===== src/rtl/conv_pe_pkg.sv =====
// conv_pe_pkg: shared definitions for the conv1d_pe_mc processing element.
//   - default parameter values for the PE and its scratchpads
//   - FSM state encoding (also exported on the PE debug port)
//   - width_of(): address/index width helper that never returns 0
//   - sat_add(): signed saturating add, used when CONV1D_PE_SAT_EN is defined
package conv_pe_pkg;

    localparam int DEF_DATA_WIDTH  = 8;
    localparam int DEF_ACC_WIDTH   = 24;
    localparam int DEF_IF_DEPTH    = 16;
    localparam int DEF_FILT_DEPTH  = 32;
    localparam int DEF_NUM_FILTERS = 2;
    localparam int DEF_MAX_K       = 8;

    typedef enum logic [2:0] {
        ST_IDLE    = 3'd0,
        ST_LOAD    = 3'd1,
        ST_COMPUTE = 3'd2,
        ST_EMIT    = 3'd3,
        ST_DONE    = 3'd4
    } pe_state_e;

    // Width needed to index n entries; 1 for n <= 1 so ports never collapse.
    function automatic int width_of(input int n);
        return (n > 1) ? $clog2(n) : 1;
    endfunction

    // a + b clamped to the signed range of a w-bit number (w <= 63).
    // Operands are the w-bit values sign-extended to 64 bits.
    function automatic logic signed [63:0] sat_add(input logic signed [63:0] a,
                                                   input logic signed [63:0] b,
                                                   input int w);
        logic signed [64:0] sum;
        logic signed [64:0] max_v;
        logic signed [64:0] min_v;
        sum   = 65'(a) + 65'(b);
        max_v = (65'sd1 <<< (w - 1)) - 65'sd1;
        min_v = -(65'sd1 <<< (w - 1));
        if (sum > max_v)
            sat_add = max_v[63:0];
        else if (sum < min_v)
            sat_add = min_v[63:0];
        else
            sat_add = sum[63:0];
    endfunction

endpackage


===== src/rtl/pe_scratchpad.sv =====
// pe_scratchpad: small register-file scratchpad, synchronous write,
// combinational read. Contents are not reset.
// Ports:
//   clk      clock
//   i_we     write enable
//   i_waddr  write address
//   i_wdata  write data
//   i_raddr  read address
//   o_rdata  read data (same-cycle)
module pe_scratchpad
    import conv_pe_pkg::*;
#(
    parameter int DEPTH = 16,
    parameter int WIDTH = 8
) (
    input  logic                       clk,
    input  logic                       i_we,
    input  logic [width_of(DEPTH)-1:0] i_waddr,
    input  logic [WIDTH-1:0]           i_wdata,
    input  logic [width_of(DEPTH)-1:0] i_raddr,
    output logic [WIDTH-1:0]           o_rdata
);

    logic [WIDTH-1:0] r_mem [DEPTH];

    always_ff @(posedge clk) begin
        if (i_we)
            r_mem[i_waddr] <= i_wdata;
    end

    assign o_rdata = r_mem[i_raddr];

endmodule


===== src/rtl/conv1d_pe_mc.sv =====
// conv1d_pe_mc: multi-filter 1-D convolution processing element.
// Loads an ifmap row (L words) and NUM_FILTERS filters of K taps into
// scratchpads, then for every window p = 0, S, 2S, ... (p+K <= L) and every
// filter f produces one psum = sum_t if[p+t] * flt[f*K+t], one MAC per cycle.
// Psums leave window-major, filter-minor; K+1 cycles per psum at full rate.
//
// Ports:
//   clk, rst                 clock, synchronous active-high reset
//   start                    one-cycle job start (ignored while busy)
//   cfg_if_len/k/stride      L, K, S sampled on the start cycle
//   cfg_reuse_filt           skip filter load, reuse stored filters
//   if_valid/ready/data      ifmap stream
//   flt_valid/ready/data     filter stream, filter-major, tap-minor
//   out_valid/ready/data     psum stream, out_filt = filter index
//   busy                     high whenever not IDLE
//   done                     one-cycle pulse at job completion
//   cfg_err                  one-cycle pulse when a start is rejected
//   dbg_state                current FSM state (conv_pe_pkg::pe_state_e)
//
// Handshake: a word moves on a cycle where valid && ready are both high at
// the rising edge; out_valid with out_data/out_filt stays stable until then.
//
// Build option CONV1D_PE_SAT_EN: accumulation saturates (sticky for the rest
// of the psum) instead of wrapping modulo 2^ACC_WIDTH. ACC_WIDTH <= 63.
module conv1d_pe_mc
    import conv_pe_pkg::*;
#(
    parameter int DATA_WIDTH  = DEF_DATA_WIDTH,
    parameter int ACC_WIDTH   = DEF_ACC_WIDTH,
    parameter int IF_DEPTH    = DEF_IF_DEPTH,
    parameter int FILT_DEPTH  = DEF_FILT_DEPTH,
    parameter int NUM_FILTERS = DEF_NUM_FILTERS,
    parameter int MAX_K       = DEF_MAX_K
) (
    input  logic                             clk,
    input  logic                             rst,
    input  logic                             start,
    input  logic [$clog2(IF_DEPTH+1)-1:0]    cfg_if_len,
    input  logic [$clog2(MAX_K+1)-1:0]       cfg_k,
    input  logic [$clog2(IF_DEPTH+1)-1:0]    cfg_stride,
    input  logic                             cfg_reuse_filt,
    input  logic                             if_valid,
    output logic                             if_ready,
    input  logic [DATA_WIDTH-1:0]            if_data,
    input  logic                             flt_valid,
    output logic                             flt_ready,
    input  logic [DATA_WIDTH-1:0]            flt_data,
    output logic                             out_valid,
    input  logic                             out_ready,
    output logic [ACC_WIDTH-1:0]             out_data,
    output logic [width_of(NUM_FILTERS)-1:0] out_filt,
    output logic                             busy,
    output logic                             done,
    output logic                             cfg_err,
    output logic [2:0]                       dbg_state
);

    localparam int LW  = $clog2(IF_DEPTH + 1);
    localparam int KW  = $clog2(MAX_K + 1);
    localparam int FIW = width_of(NUM_FILTERS);
    localparam int IAW = width_of(IF_DEPTH);
    localparam int FAW = width_of(FILT_DEPTH);
    localparam int FCW = $clog2(FILT_DEPTH + 1);

    pe_state_e               r_state;
    logic [LW-1:0]           r_len;
    logic [KW-1:0]           r_k;
    logic [LW-1:0]           r_stride;
    logic                    r_reuse;
    logic                    r_flt_valid;
    logic                    r_cfg_err;
    logic [LW-1:0]           r_if_cnt;
    logic [FCW-1:0]          r_flt_cnt;
    logic [FCW-1:0]          r_flt_total;
    logic [LW-1:0]           r_pos;
    logic [FIW-1:0]          r_filt;
    logic [KW-1:0]           r_tap;
    logic [FCW-1:0]          r_flt_base;
    logic signed [ACC_WIDTH-1:0] r_acc;

    logic                    w_cfg_bad;
    logic                    w_if_xfer;
    logic                    w_flt_xfer;
    logic                    w_if_done;
    logic                    w_flt_done;
    logic                    w_last_tap;
    logic                    w_last_filt;
    logic                    w_more_windows;
    logic [IAW-1:0]          w_if_raddr;
    logic [FAW-1:0]          w_flt_raddr;
    logic [DATA_WIDTH-1:0]   w_if_rdata;
    logic [DATA_WIDTH-1:0]   w_flt_rdata;
    logic signed [ACC_WIDTH-1:0] w_if_sx;
    logic signed [ACC_WIDTH-1:0] w_flt_sx;
    logic signed [ACC_WIDTH-1:0] w_prod;
    logic signed [ACC_WIDTH-1:0] w_acc_next;

    assign w_cfg_bad = (cfg_k == '0) || (cfg_stride == '0) ||
                       (int'(cfg_k) > int'(cfg_if_len)) ||
                       (int'(cfg_if_len) > IF_DEPTH) ||
                       (int'(cfg_k) > MAX_K) ||
                       (NUM_FILTERS * int'(cfg_k) > FILT_DEPTH) ||
                       (cfg_reuse_filt && !r_flt_valid);

    assign if_ready   = (r_state == ST_LOAD) && (r_if_cnt < r_len);
    assign flt_ready  = (r_state == ST_LOAD) && !r_reuse && (r_flt_cnt < r_flt_total);
    assign w_if_xfer  = if_valid && if_ready;
    assign w_flt_xfer = flt_valid && flt_ready;

    // Each stream counts as finished if already complete or completing now,
    // so LOAD exits on the edge that accepts the last outstanding word.
    assign w_if_done  = (r_if_cnt == r_len) ||
                        (w_if_xfer && (r_if_cnt + LW'(1) == r_len));
    assign w_flt_done = r_reuse || (r_flt_cnt == r_flt_total) ||
                        (w_flt_xfer && (r_flt_cnt + FCW'(1) == r_flt_total));

    assign w_last_tap     = (r_tap == r_k - KW'(1));
    assign w_last_filt    = (r_filt == FIW'(NUM_FILTERS - 1));
    assign w_more_windows = (int'(r_pos) + int'(r_stride) + int'(r_k)) <= int'(r_len);

    // Indices are always below the scratchpad depth, so the low bits suffice.
    assign w_if_raddr  = r_pos[IAW-1:0] + IAW'(r_tap);
    assign w_flt_raddr = r_flt_base[FAW-1:0] + FAW'(r_tap);

    pe_scratchpad #(.DEPTH(IF_DEPTH), .WIDTH(DATA_WIDTH)) u_if_spad (
        .clk     (clk),
        .i_we    (w_if_xfer),
        .i_waddr (r_if_cnt[IAW-1:0]),
        .i_wdata (if_data),
        .i_raddr (w_if_raddr),
        .o_rdata (w_if_rdata)
    );

    pe_scratchpad #(.DEPTH(FILT_DEPTH), .WIDTH(DATA_WIDTH)) u_flt_spad (
        .clk     (clk),
        .i_we    (w_flt_xfer),
        .i_waddr (r_flt_cnt[FAW-1:0]),
        .i_wdata (flt_data),
        .i_raddr (w_flt_raddr),
        .o_rdata (w_flt_rdata)
    );

    // Operands are sign-extended first so the product is exact in ACC_WIDTH.
    assign w_if_sx  = ACC_WIDTH'($signed(w_if_rdata));
    assign w_flt_sx = ACC_WIDTH'($signed(w_flt_rdata));
    assign w_prod   = w_if_sx * w_flt_sx;

`ifdef CONV1D_PE_SAT_EN
    logic                        r_sat;
    logic signed [ACC_WIDTH-1:0] w_acc_wrap;
    logic signed [ACC_WIDTH-1:0] w_acc_sat;

    assign w_acc_wrap = r_acc + w_prod;
    assign w_acc_sat  = ACC_WIDTH'(sat_add(64'(r_acc), 64'(w_prod), ACC_WIDTH));
    // Once clamped, the psum holds its limit until the next psum starts.
    assign w_acc_next = r_sat ? r_acc : w_acc_sat;

    always_ff @(posedge clk) begin
        if (rst)
            r_sat <= 1'b0;
        else if (r_state == ST_COMPUTE) begin
            if (w_acc_sat != w_acc_wrap)
                r_sat <= 1'b1;
        end else if ((r_state != ST_EMIT) || out_ready)
            r_sat <= 1'b0;
    end
`else
    assign w_acc_next = r_acc + w_prod;
`endif

    always_ff @(posedge clk) begin
        if (rst) begin
            r_state     <= ST_IDLE;
            r_len       <= '0;
            r_k         <= '0;
            r_stride    <= '0;
            r_reuse     <= 1'b0;
            r_flt_valid <= 1'b0;
            r_cfg_err   <= 1'b0;
            r_if_cnt    <= '0;
            r_flt_cnt   <= '0;
            r_flt_total <= '0;
            r_pos       <= '0;
            r_filt      <= '0;
            r_tap       <= '0;
            r_flt_base  <= '0;
            r_acc       <= '0;
        end else begin
            r_cfg_err <= 1'b0;
            case (r_state)
                ST_IDLE: begin
                    if (start) begin
                        if (w_cfg_bad)
                            r_cfg_err <= 1'b1;
                        else begin
                            r_len       <= cfg_if_len;
                            r_k         <= cfg_k;
                            r_stride    <= cfg_stride;
                            r_reuse     <= cfg_reuse_filt;
                            r_if_cnt    <= '0;
                            r_flt_cnt   <= '0;
                            r_flt_total <= FCW'(NUM_FILTERS * int'(cfg_k));
                            // A fresh filter load invalidates the old set until it completes.
                            if (!cfg_reuse_filt)
                                r_flt_valid <= 1'b0;
                            r_state <= ST_LOAD;
                        end
                    end
                end
                ST_LOAD: begin
                    if (w_if_xfer)
                        r_if_cnt <= r_if_cnt + LW'(1);
                    if (w_flt_xfer) begin
                        r_flt_cnt <= r_flt_cnt + FCW'(1);
                        if (r_flt_cnt + FCW'(1) == r_flt_total)
                            r_flt_valid <= 1'b1;
                    end
                    if (w_if_done && w_flt_done) begin
                        r_pos      <= '0;
                        r_filt     <= '0;
                        r_tap      <= '0;
                        r_flt_base <= '0;
                        r_acc      <= '0;
                        r_state    <= ST_COMPUTE;
                    end
                end
                ST_COMPUTE: begin
                    r_acc <= w_acc_next;
                    r_tap <= r_tap + KW'(1);
                    if (w_last_tap)
                        r_state <= ST_EMIT;
                end
                ST_EMIT: begin
                    if (out_ready) begin
                        r_tap <= '0;
                        r_acc <= '0;
                        if (w_last_filt) begin
                            r_filt     <= '0;
                            r_flt_base <= '0;
                            if (w_more_windows) begin
                                r_pos   <= r_pos + r_stride;
                                r_state <= ST_COMPUTE;
                            end else
                                r_state <= ST_DONE;
                        end else begin
                            r_filt     <= r_filt + FIW'(1);
                            r_flt_base <= r_flt_base + FCW'(r_k);
                            r_state    <= ST_COMPUTE;
                        end
                    end
                end
                ST_DONE: r_state <= ST_IDLE;
                default: r_state <= ST_IDLE;
            endcase
        end
    end

    assign out_valid = (r_state == ST_EMIT);
    assign out_data  = r_acc;
    assign out_filt  = r_filt;
    assign busy      = (r_state != ST_IDLE);
    assign done      = (r_state == ST_DONE);
    assign cfg_err   = r_cfg_err;
    assign dbg_state = r_state;

endmodule


===== config.mk =====
export PLATFORM = sky130hd
export DESIGN_NAME = conv1d_pe_mc
export DESIGN_NICKNAME = d
export VERILOG_FILES = /design/src/rtl/conv_pe_pkg.sv /design/src/rtl/pe_scratchpad.sv /design/src/rtl/conv1d_pe_mc.sv
export SDC_FILE = /design/constraint.sdc
export NUM_CORES = 1
export LEC_CHECK = 0
export CORE_MARGIN = 8
export CORE_UTILIZATION = 40
export CTS_BUF_LIST = sky130_fd_sc_hd__clkbuf_4 sky130_fd_sc_hd__clkbuf_8 sky130_fd_sc_hd__clkbuf_16
export DETAILED_ROUTE_END_ITERATION = 16
export PLACE_DENSITY_LB_ADDON = 0.2
export REMOVE_ABC_BUFFERS = 1
export SETUP_SLACK_MARGIN = 0.2
export SKIP_LAST_GASP = 1
export SYNTH_ARGS = -nofsm -noshare
export SYNTH_HDL_FRONTEND = slang
export SYNTH_SLANG_ARGS = --single-unit
export TNS_END_PERCENT = 30

===== constraint.sdc =====
create_clock -name clk -period 22.5 [get_ports clk]
set_input_delay 3.375 -clock clk [delete_from_list [all_inputs] [get_ports clk]]
set_output_delay 3.375 -clock clk [all_outputs]
set_load 0.05 [all_outputs]

==> flow_metrics.env <==
export IMPL_status="finished, final reports clean"
export IMPL_fin_crit_ns=8.608
export IMPL_hold_buffers=0
export IMPL_fmax_mhz=116.2
export IMPL_internal_power_uw=1487
export IMPL_cts_max_level=2
export IMPL_pwr_share_comb_pct=10.5
export IMPL_fin_worst_skew_ns=0.02332
export IMPL_relSlewSlack_pct=12.17
export IMPL_drive_gt1_share_pct=14.58
export IMPL_cts_buffer_depth=3
export IMPL_p_sw_share_pct=23.26
export IMPL_p_switching_uw=450.7
export IMPL_post_cts_buffers=0
export IMPL_areaGrowthSynthToFinish_pct=13.68
export IMPL_synth_distinct_cells=69
export IMPL_antenna_found_initial=0
export IMPL_fin_setup_tns_ns=0
export IMPL_fillers=5051
export IMPL_r2r_slack_ns=13.89
export IMPL_fin_area_sq_um=26610
export IMPL_ctsResizeCount=0
export IMPL_crit_path_top_delay_cell="buf_4"
export IMPL_drt_first_pass_iters=5
export IMPL_path_max_fanout=64
export IMPL_clock_root_buffer="clkbuf_16"
export IMPL_avgRoutedWirePerCell_um=21.81
export IMPL_timing_hold_ws_ns=0.4932
export IMPL_p_seq_share_pct=47.3
export IMPL_async_flop_share_pct=0
export IMPL_yosys_warnings=0
export IMPL_grt_pass1_vias=13750
export IMPL_clock_sinks=454
export IMPL_ant_nets=0
export IMPL_coreArea_sq_um=57810
export IMPL_start_util_pct=40.49
export IMPL_via_per_inst=5.333
export IMPL_drt_iter0_markers=898
export IMPL_die_h_um=257.9
export IMPL_worst_setup_hold_path_clk_slew_ns=0.06
export IMPL_worst_slack_ns=13.89
export IMPL_cts_buffers=50
export IMPL_syn_avg_cell_area_sq_um=15.09
export IMPL_grt_usage_pct=16.21
export IMPL_cpPeakStageDelay_ns=0.73
export IMPL_criticalPathCategory="reg -> reg"
export IMPL_endpoint_kind="flop"
export IMPL_power_leakage_uw=0.009697
export IMPL_dp_hpwl_um=37110
export IMPL_grt_max_degree=65
export IMPL_die_w_um=257.9
export IMPL_drcViolationCount=0
export IMPL_tightest_slew_ns=1.313
export IMPL_gp_congestion=0.7956
export IMPL_num_rows=88
export IMPL_cp_arrival_ns=9.11
export IMPL_post_route_period_util_pct=38.26
export IMPL_place_inst=2354
export IMPL_antennaDiodeCount=0
export IMPL_ir_drop_uv=60.65
export IMPL_synthesis_area_sq_um=23410
export IMPL_vias=13010
export IMPL_setup_viol=0
export IMPL_worstSkewPairLatency_ns=0.59
export IMPL_layout_cells_non_filler=2439
export IMPL_cts_tree="yes"
export IMPL_place_ws_ns=13.88
export IMPL_maxSlewViolCount=0
export IMPL_cp_required_ns=23.00
export IMPL_startpoint_type="flop"
export IMPL_final_nets=1893
export IMPL_routed_wl_um=53200
export IMPL_min_path_type="reg -> reg"
export IMPL_netlist_instances=1551
export IMPL_die_area_sq_um=66510
export IMPL_p_per_area_nw_per_um2=72.84
export IMPL_synth_top_flop_cell="edfxtp_1"
export IMPL_placed_area_sq_um=24980
export IMPL_cap_violations=0
export IMPL_pin_count=71
export IMPL_io_buffers=70
export IMPL_hold_violations=0
export IMPL_synth_edff_count=384
export IMPL_synth_seq_cells=454
export IMPL_grt_pass1_wl_um=84080
export IMPL_clkPwrFrac_pct=42.2
export IMPL_gr_total_overflow=0
export IMPL_rsz0062_at_grt="no"
export IMPL_seq_area_frac_synth_pct=55.25
power groups by stage:
stage	Clock [uW]	Combinational [uW]	Sequential, uW
4_1_cts	838	206	916
3_3_place_gp	0	202	934
5_1_grt	871	230	916
6_report	818	204	916
2_1_floorplan	0	138	935
3_5_place_dp	0	204	934
cells in the mapped netlist, types with 3 or more instances:
cell type | instances | area (sq um)
a211o_1 | 4 | 35.03
a211oi_1 | 14 | 105.1
a21o_1 | 15 | 112.6
a21oi_1 | 46 | 230.2
a22o_1 | 20 | 175.2
a22oi_1 | 5 | 37.54
a31oi_1 | 5 | 31.28
and2_1 | 4 | 25.02
buf_2 | 16 | 80.08
buf_4 | 10 | 75.07
buf_6 | 3 | 33.78
clkbuf_1 | 23 | 86.33
dfxtp_1 | 70 | 1401
edfxtp_1 | 384 | 11530
fa_1 | 114 | 2282
ha_1 | 101 | 1264
inv_1 | 150 | 563.0
mux2_2 | 8 | 90.09
mux2i_1 | 24 | 240.2
mux2i_2 | 3 | 41.29
mux2i_4 | 3 | 67.56
mux4_2 | 112 | 2522
nand2_1 | 52 | 195.2
nand2b_1 | 22 | 137.6
nand3_1 | 11 | 55.05
nand3b_1 | 5 | 37.54
nand4_1 | 4 | 25.02
nor2_1 | 136 | 510.5
nor2b_1 | 20 | 125.1
nor3_1 | 17 | 85.08
nor4_1 | 3 | 18.77
o21a_1 | 9 | 67.56
o21ai_0 | 25 | 125.1
o21bai_1 | 4 | 30.03
o31ai_1 | 7 | 52.55
or2_1 | 3 | 18.77
or3_1 | 6 | 37.54
xnor2_1 | 33 | 289.0
xor2_1 | 20 | 175.2
state kept, by name (all words and copies together), names as in the netlist, 6 cells and up:
signal / count
out_data: 24
r_flt_cnt: 6
u_flt_spad.r_mem: 256
u_if_spad.r_mem: 128
worst paths after layout:
| kind | startpoint | end | depth (start not counted) |
|---|---|---|---|
| max reg2reg | r_tap[0]$_SDFFE_PP0P_ | out_data[23]$_SDFFE_PP0P_ | 28 |
| max | r_tap[0]$_SDFFE_PP0P_ | out_data[23]$_SDFFE_PP0P_ | 28 |
| min | r_pos[4]$_SDFFE_PP0P_ | r_pos[4]$_SDFFE_PP0P_ | 2 |
| min reg2reg | r_pos[4]$_SDFFE_PP0P_ | r_pos[4]$_SDFFE_PP0P_ | 2 |
metal layers:
layer  up-vias  GRT usage (%)  routed length, um
met3        81          2.770               2501
met5         -              0                  0
li1       5907              -                  -
met4         0          3.874               1099
met1      6705          22.47              24360
met2       315          26.53              25240
critical path, delay by kind of cell (launching register included):
kind	cells	cell delay, ns
adder cells (fa/ha/maj)	8	3.38
XOR/XNOR	1	0.24
AO/OA/AOI/OAI	5	0.96
AND/OR/NAND/NOR	3	0.61
buffers and inverters	8	1.44
flip-flops	1	0.51
multiplexers	3	1.31
final cells by class:
| type | count | area [sq um] | area share (%) |
|---|---|---|---|
| Inverter | 151 | 566.8 | 2.130 |
| Tap cell | 765 | 957.2 | 3.597 |
| Sequential cell | 454 | 12930 | 48.60 |
| Timing Repair Buffer | 90 | 845.8 | 3.179 |
| Clock inverter | 23 | 285.3 | 1.072 |
| Multi-Input combinational cell | 894 | 9679 | 36.38 |
| Clock buffer | 62 | 1341 | 5.041 |
cell families (layout without fill, tap and decap cells):
family / Yosys count / in the layout / synth area share (%)
mux: 150 / 150 / 12.65
fa+ha+maj: 215 / 215 / 15.15
flops: 454 / 454 / 55.25
buf+inv: 203 / 326 / 3.598
simple gates: 301 / 301 / 6.180
xor+xnor: 54 / 54 / 2.053
compound gates: 174 / 174 / 5.116
metrics by stage:
| stage | util (%) | power, uW |
|---|---|---|
| floorplan | - | 1073 |
| global placement | 43.22 | 1136 |
| detailed placement | 43.22 | 1138 |
| CTS | 46.03 | 1960 |
| global route | 46.03 | 2017 |
| finish | 46.03 | 1938 |
layout by cell type (no fill, tap or decap), types with 22 or more instances in the layout:
cell type / instances
a21oi_1: 46
inv_1: 150
nor2_1: 134
fa_1: 113
clkdlybuf4s50_1: 69
ha_1: 99
dfxtp_1: 70
mux2i_1: 24
clkbuf_16: 50
mux4_2: 112
nand2b_1: 22
nand2_1: 52
o21ai_0: 25
xnor2_1: 31
edfxtp_1: 384
No activity file was read; power rests on OpenSTA's default activity.
